File: src/rtl/pc_sequencer_pkg.sv
// rtl/pc_sequencer_pkg.sv - shared encodings and widths for the program-counter sequencer
package pcseq_defs;

  localparam int PC_W = 8;

  localparam logic [1:0] BR_REL  = 2'b00;
  localparam logic [1:0] BR_ABS  = 2'b01;
  localparam logic [1:0] BR_CALL = 2'b10;
  localparam logic [1:0] BR_RET  = 2'b11;

  typedef enum logic [1:0] {
    BOOT   = 2'd0,
    FETCH  = 2'd1,
    DECIDE = 2'd2
  } seq_state_t;

endpackage

File: src/rtl/pc_target_adder.sv
// rtl/pc_target_adder.sv - pc plus signed 8-bit offset, wrapping modulo 256
module pc_target_adder
  import pcseq_defs::*;
(
  input  logic [PC_W-1:0] i_pc,
  input  logic [PC_W-1:0] i_imm,
  output logic [PC_W-1:0] o_target
);

  // Two's-complement offset: a plain modulo-256 add yields the signed result.
  assign o_target = i_pc + i_imm;

endmodule

File: src/rtl/pc_sequencer.sv
// rtl/pc_sequencer.sv - program counter and fetch/decide sequencer; PCSEQ_RAS_EN adds a return-address stack
module pc_sequencer
  import pcseq_defs::*;
#(
  parameter logic [7:0] RESET_PC  = 8'h00,
  parameter int         RAS_DEPTH = 4
) (
  input  logic       clk,
  input  logic       rst,
  output logic       imem_req,
  output logic [7:0] imem_addr,
  input  logic       imem_ack,
  output logic       instr_valid,
  input  logic       stall,
  input  logic       br_valid,
  input  logic       br_taken,
  input  logic [1:0] br_kind,
  input  logic [7:0] br_imm,
  output logic [7:0] pc,
  output logic       flush,
  output logic       ras_err
);

  seq_state_t      r_state, w_state_nxt;
  logic [PC_W-1:0] r_pc, w_pc_nxt, w_pc_inc, w_target;
  logic            r_instr_valid, r_flush, w_decide;

`ifdef PCSEQ_RAS_EN
  localparam int RAS_AW = (RAS_DEPTH > 1) ? $clog2(RAS_DEPTH) : 1;
  localparam logic [RAS_AW:0] RAS_CNT_FULL = (RAS_AW+1)'(RAS_DEPTH);
  localparam logic [RAS_AW-1:0] RAS_WP_LAST = RAS_AW'(RAS_DEPTH - 1);

  logic [PC_W-1:0]   r_ras [RAS_DEPTH];
  logic [RAS_AW-1:0] r_ras_wp, w_ras_wp_inc, w_ras_wp_dec;
  logic [RAS_AW:0]   r_ras_cnt;
  logic              r_ras_err, w_push, w_pop, w_ras_empty, w_ras_full;
  logic [PC_W-1:0]   w_ras_top;
`endif

  pc_target_adder u_target_adder (
    .i_pc     (r_pc),
    .i_imm    (br_imm),
    .o_target (w_target)
  );

  assign w_pc_inc = r_pc + 8'd1;
  // The first DECIDE cycle is the instr_valid cycle; the decision is made after it.
  assign w_decide = (r_state == DECIDE) && !r_instr_valid && !stall;

  always_comb begin
    w_state_nxt = r_state;
    w_pc_nxt    = r_pc;
`ifdef PCSEQ_RAS_EN
    w_push      = 1'b0;
    w_pop       = 1'b0;
`endif
    case (r_state)
      BOOT:  w_state_nxt = FETCH;
      FETCH: if (imem_ack) w_state_nxt = DECIDE;
      DECIDE: begin
        if (w_decide) begin
          w_state_nxt = FETCH;
          w_pc_nxt    = w_pc_inc;
          if (br_valid) begin
            case (br_kind)
              BR_REL:  if (br_taken) w_pc_nxt = w_target;
              BR_ABS:  w_pc_nxt = br_imm;
`ifdef PCSEQ_RAS_EN
              BR_CALL: begin
                w_pc_nxt = br_imm;
                w_push   = 1'b1;
              end
              default: begin
                w_pop = 1'b1;
                if (!w_ras_empty) w_pc_nxt = w_ras_top;
              end
`else
              BR_CALL: w_pc_nxt = br_imm;
              default: w_pc_nxt = w_pc_inc;
`endif
            endcase
          end
        end
      end
      default: w_state_nxt = BOOT;
    endcase
  end

  always_ff @(posedge clk or posedge rst) begin
    if (rst) begin
      r_state       <= BOOT;
      r_pc          <= RESET_PC;
      r_instr_valid <= 1'b0;
      r_flush       <= 1'b0;
    end else begin
      r_state       <= w_state_nxt;
      r_pc          <= w_pc_nxt;
      r_instr_valid <= (r_state == FETCH) && imem_ack;
      r_flush       <= w_decide && (w_pc_nxt != w_pc_inc);
    end
  end

`ifdef PCSEQ_RAS_EN
  assign w_ras_empty  = (r_ras_cnt == '0);
  assign w_ras_full   = (r_ras_cnt == RAS_CNT_FULL);
  assign w_ras_wp_inc = (r_ras_wp == RAS_WP_LAST) ? '0 : r_ras_wp + 1'b1;
  assign w_ras_wp_dec = (r_ras_wp == '0) ? RAS_WP_LAST : r_ras_wp - 1'b1;
  assign w_ras_top    = r_ras[w_ras_wp_dec];

  // Circular buffer: a push when full lands on the oldest slot and keeps the count saturated.
  always_ff @(posedge clk or posedge rst) begin
    if (rst) begin
      r_ras_wp  <= '0;
      r_ras_cnt <= '0;
      r_ras_err <= 1'b0;
      for (int i = 0; i < RAS_DEPTH; i++) r_ras[i] <= '0;
    end else begin
      r_ras_err <= (w_push && w_ras_full) || (w_pop && w_ras_empty);
      if (w_push) begin
        r_ras[r_ras_wp] <= w_pc_inc;
        r_ras_wp        <= w_ras_wp_inc;
        if (!w_ras_full) r_ras_cnt <= r_ras_cnt + 1'b1;
      end else if (w_pop && !w_ras_empty) begin
        r_ras_wp  <= w_ras_wp_dec;
        r_ras_cnt <= r_ras_cnt - 1'b1;
      end
    end
  end

  assign ras_err = r_ras_err;
`else
  assign ras_err = 1'b0;
`endif

  assign imem_req    = (r_state == FETCH);
  assign imem_addr   = r_pc;
  assign instr_valid = r_instr_valid;
  assign flush       = r_flush;
  assign pc          = r_pc;

endmodule

File: config.mk
export PLATFORM = sky130hd
export DESIGN_NAME = pc_sequencer
export DESIGN_NICKNAME = d
export VERILOG_FILES = /design/src/rtl/pc_sequencer_pkg.sv /design/src/rtl/pc_target_adder.sv /design/src/rtl/pc_sequencer.sv
export SDC_FILE = /design/constraint.sdc
export NUM_CORES = 1
export LEC_CHECK = 0
export CAP_MARGIN = 15
export CORE_ASPECT_RATIO = 1.5
export CORE_MARGIN = 2
export CORE_UTILIZATION = 50
export DETAILED_ROUTE_END_ITERATION = 6
export GPL_TIMING_DRIVEN = 1
export PLACE_DENSITY = 0.8
export SYNTH_ARGS = -nofsm -noshare
export SYNTH_HDL_FRONTEND = slang
export SYNTH_SLANG_ARGS = --single-unit
File: constraint.sdc
create_clock -name clk -period 3.2 [get_ports clk]
set_input_delay 0.64 -clock clk [delete_from_list [all_inputs] [get_ports clk]]
set_output_delay 0.64 -clock clk [all_outputs]
set_load 0.01 [all_outputs]
==> results.sh <==
export IMPL_syn_area_mm2=0.001518
export IMPL_netlist_instances=190
export IMPL_finalCritPeriodShare_pct=96.04
export IMPL_tns_ns=0
export IMPL_routed_via_density=6.261
export IMPL_ioPinCount=36
export IMPL_hold_buffers=0
export IMPL_grt_use_met1_pct=31.38
export IMPL_overflow=0
export IMPL_ant_nets=0
export IMPL_tightest_slew_ns=0.5202
export IMPL_p_total_mw=1.607
export IMPL_cts_tree="yes"
export IMPL_cp_end_kind="register"
export IMPL_synth_top_area_cell="dfrtp_1"
export IMPL_wl_um=4530
export IMPL_clkSinkCount=12
export IMPL_finalMaxSlewViolations=0
export IMPL_dpl_hpwl_um=3615
export IMPL_core_mm2=0.002913
export IMPL_cts_max_level=1
export IMPL_grtUsageTotal_pct=26.34
export IMPL_synth_top_area_share_pct=19.79
export IMPL_yosysWarnings=0
export IMPL_finClkSkew_ns=0.001478
export IMPL_slew_limit_headroom_pct=65.32
export IMPL_clk_path_buf_depth=2
export IMPL_num_vias=1703
export IMPL_wl_per_cell_um=16.65
export IMPL_clk_pin_slew_worst_paths_ns=0.05
export IMPL_worstPathRequired_ns=3.29
export IMPL_die_h_um=71.48
export IMPL_drv_cap=0
export IMPL_yosysSeqAreaShare_pct=19.79
export IMPL_antenna_found_initial=0
export IMPL_grt_pass1_vias=1553
export IMPL_ys_types=57
export IMPL_hold_class="reg2reg"
export IMPL_dieArea_mm2=0.003501
export IMPL_synthesis_nets=217
export IMPL_cts_root_buf="clkbuf_8"
export IMPL_port_buffers=34
export IMPL_ys_ff_latch=12
export IMPL_irDropWorstVdd_mv=0.5404
export IMPL_yosys_top_cells_count="a21oi_1, dfrtp_1, o21ai_0"
export IMPL_setup_viol=0
export IMPL_die_w_um=48.99
export IMPL_initial_core_util_pct=52.10
export IMPL_rows=24
export IMPL_critPathMaxStageDelay_ns=0.54
export IMPL_firstDrtPassIters=4
export IMPL_hold_violations=0
export IMPL_num_nets_final=262
export IMPL_post_place_ws_ns=-0.2204
export IMPL_fin_area_mm2=0.002067
export IMPL_top_usage_layer="met2"
export IMPL_clkLatencyLatePin_ns=0.23
export IMPL_grt_max_degree=13
export IMPL_timing_fmax_ghz=0.3254
export IMPL_synth_main_ff_cell="dfrtp_1"
export IMPL_async_reset_ff_share_pct=100.0
export IMPL_place_area_mm2=0.001973
export IMPL_grt_setup_unrepaired="false"
export IMPL_grt_pass1_wl_um=7258
export IMPL_fin_ws_ns=0.1267
export IMPL_crit_arrival_ns=3.16
export IMPL_place_gp_congestion=0.9839
export IMPL_slowest_stage="clkdlybuf4s50_1"
export IMPL_drt_iter0_drc=63
export IMPL_powerDensity_mw_per_mm2=777.4
export IMPL_yosys_top_cells_area="dfrtp_1, ha_1, xnor2_1, buf_4, a21oi_1"
export IMPL_area_growth_pct=36.19
export IMPL_status="complete, no violations"
export IMPL_fillers=244
export IMPL_avgSynthCellArea_um2=7.988
export IMPL_cts_buffers=3
export IMPL_critPathLaunchType="input port"
export IMPL_grtUsageMet3_pct=2.292
export IMPL_synth_edf_count=0
export IMPL_n_antenna_cell=0
export IMPL_drc=0
export IMPL_finalCriticalPeriod_ns=3.073
export IMPL_crit_chain="clkdlybuf4s50_1 -> fa_1 -> a32oi_2 -> o31ai_1 -> a31oi_1 -> o41ai_2 -> or4_4 -> a2111oi_4 -> a41oi_1"
export IMPL_cp_max_fo=3
export IMPL_p_leak_nw=0.8183
export IMPL_use_met2_pct=47.49
export IMPL_post_route_cells_drive_above_1_share_pct=18.03
export IMPL_critPathKind="in2reg"
[through the flow]
stage / util (%) / hold slack (ns) / std cells
detailed placement: 67.74 / 0.5231 / 268
global placement: 67.74 / 0.4939 / 268
CTS: 69.16 / 0.5272 / 271
finish: 70.96 / 0.5277 / 272
floorplan: - / 0.4782 / 190
global route: 70.96 / 0.5462 / 272
[layout make-up]
type / count / area, um^2 / area share (%)
flip-flops and latches: 12 / 300.3 / 14.53
repair buffers: 59 / 530.5 / 25.67
inverters: 11 / 41.29 / 1.998
well taps: 39 / 48.80 / 2.361
clock buffers: 3 / 41.29 / 1.998
multi-input cells: 148 / 1105 / 53.45
[repair_timing]
action / 4_1_cts / 5_1_grt
setup endpoints to repair: 0 / 1
gates resized for setup: 0 / 6
buffers inserted: 0 / 1
[flip-flops by register name, indices dropped and copies added (netlist names)]
name,count
flush,1
imem_addr,8
instr_valid,1
r_state,2
[per-layer routing]
| layer | part of all wire (%) | vias to the layer above | routed length, um |
|---|---|---|---|
| met5 | 0 | - | 0 |
| met4 | 2.7 | 0 | 123 |
| met3 | 5.7 | 12 | 260 |
| met2 | 52 | 82 | 2334 |
| met1 | 40 | 804 | 1812 |
| li1 | - | 805 | - |
[report_power, final]
| part | leakage [nW] | internal, mW | switching, mW |
|---|---|---|---|
| Sequential | 0.150 | 0.218 | 0.148 |
| Combinational | 0.647 | 0.583 | 0.529 |
| Clock | 0.0216 | 0.0821 | 0.0465 |
| Total | 0.818 | 0.883 | 0.724 |
[worst max-delay path: cells and delay by family]
family / cells / cell delay, ns
AOI/OAI and AO/OA: 6 / 1.09
buffers and inverters: 1 / 0.54
adders and majority gates: 1 / 0.46
and+or+nand+nor: 1 / 0.44
[logic make-up after synthesis]
family,Yosys count,share of synthesized area [%]
flip-flops,12,19.79
buffers and inverters,30,10.22
AO/OA/AOI/OAI,66,30.34
AND/OR/NAND/NOR,56,21.60
adder cells (fa/ha/maj),11,9.563
multiplexers,2,1.319
XOR/XNOR,12,6.926
other,1,0.2471
[path summary, 6_finish.rpt]
kind | from | endpoint | slack [ns] | depth (start not counted)
setup / recovery | br_imm[1] | flush$_DFF_PP0_ | 0.13 | 9
max in group asynchronous | rst | flush$_DFF_PP0_ | 2.19 | 2
setup reg to reg | imem_addr[2]$_DFF_PP0_ | flush$_DFF_PP0_ | 0.48 | 8
min in group asynchronous | rst | imem_addr[0]$_DFF_PP0_ | 0.71 | 2
hold reg to reg | r_state[0]$_DFFE_PP0P_ | r_state[0]$_DFFE_PP0P_ | 0.53 | 1
hold / removal | r_state[0]$_DFFE_PP0P_ | r_state[0]$_DFFE_PP0P_ | 0.53 | 1
[cell usage in the layout, fill, tap and decap left out, types with 4 or more instances in the layout]
master,count
inv_1,11
dfrtp_1,12
nand3_1,7
buf_4,25
o21ai_0,12
nor2_1,9
a21oi_1,12
ha_1,8
xnor2_1,9
nor3_1,4
nand2_1,10
a211oi_1,5
and2_1,4
clkdlybuf4s50_1,33
o21a_1,5
or3_1,4
a31oi_1,4
Note: power is estimated with default switching activity, not from simulation.
==> RTL change, RTL diff (same settings) <==
The 3 states of `seq_state_t` get a one-hot encoding in 3 bits.
--- a/src/rtl/pc_sequencer_pkg.sv
+++ b/src/rtl/pc_sequencer_pkg.sv
@@ -10,6 +10,6 @@
 
-  typedef enum logic [1:0] {
-    BOOT   = 2'd0,
-    FETCH  = 2'd1,
-    DECIDE = 2'd2
+  typedef enum logic [2:0] {
+    BOOT   = 3'b001,
+    FETCH  = 3'b010,
+    DECIDE = 3'b100
   } seq_state_t;
Behaviour: no difference found for any inputs over 10 cycles, from zero or initial values and one cycle with rst high; not proved beyond that.
==> RTL change against the unedited design <==
  * Power shrank 18%
  * Setup slack gained 0.036 ns
  * Synthesized area grew 5.9%
  * Combinational power shrank 24%
  * Final area shrank 2.5%
  * Clock skew grew 0.0017 ns
  * Sequential cell count grew 1
  * Sequential power shrank 6.8%
  * Critical path depth grew 2
  * Routed wire length shrank 10%
  * Via count shrank 2.9%
  * Critical endpoint unchanged
  * Largest cell class unchanged
==> RTL change: results <==
set metrics [dict create \
    slew_headroom_pct 56.78 \
    placed_cell_area_um2 1961 \
    ys_types 58 \
    synth_fa_ha_area_share_pct 9.034 \
    grt_pass1_wl_um 6941 \
    irDropWorstVdd_mv 0.4467 \
    gp_congestion 0.9015 \
    synth_common_cells "o21ai_0, nor2_1, a21oi_1, nand2_1, dfrtp_1" \
    muxShareOfSynthArea_pct 1.246 \
    numCtsBuffers 3 \
    hpwl_um 3366 \
    crit_start "br_imm[0]" \
    hold_path_class "reg2reg" \
    routedWlPerCell_um 14.71 \
    syn_area_per_cell_um2 7.724 \
    cp.arrival_ns 3.15 \
    dpl.cell_count 273 \
    yosysSeqAreaShare_pct 20.33 \
    worstHoldStart "r_state[0]" \
    dr.pass1.iters 4 \
    clk_latency_ns 0.23 \
    r2r_cells 9 \
    fin_hold_ws_ns 0.5051 \
    grt_max_degree 14 \
    leakagePower_nw 0.7955 \
    viasPerCell 5.971 \
    hold_path_end "r_state[2]" \
    synth-xor-area-share_pct 5.997 \
    grt_pass1_vias 1511 \
    syn_nets 235 \
    ys_top_cells_by_area "dfrtp_1, ha_1, o21ai_0" \
    outcome "finished clean" \
    r2r_start "imem_addr[1]" \
    skew_ns 0.003131 \
    place_ws_ns -0.1917 \
    globalRouteTotalUtil_pct 23.78 \
    layout-drive-gt1-share_pct 10.55 \
    nFillCells 270 \
]
[RTL change: power by group]
group / internal (mW) / leakage (nW) / switching, mW / total (mW)
logic: 0.426 / 0.603 / 0.419 / 0.845
registers: 0.228 / 0.170 / 0.113 / 0.341
clock network: 0.0874 / 0.0228 / 0.0513 / 0.139
total: 0.742 / 0.796 / 0.584 / 1.33
[RTL change: worst max-delay path by stage]
stage	end	slack, ns
final	flush	0.16
after global routing	flush	0.02
after CTS	flush	0.04
after detailed placement	flush	-0.19
after global placement	flush	-0.11
after floorplan	flush	0.52
[RTL change: area by class of cell]
class,count,area [um^2],share of cell area (%)
Inverter,7,26.28,1.304
Tap cell,40,50.05,2.483
Multi-Input combinational cell,169,1152,57.17
Sequential cell,13,326.6,16.20
Timing Repair Buffer,44,415.4,20.61
Clock buffer,4,45.04,2.235
[RTL change: per-layer routing]
metal  part of all wire [%]  track usage (%)
met4                   0.76            6.173
met1                     42            28.75
met3                    3.5            1.423
met5                      0                0
met2                     54            44.74
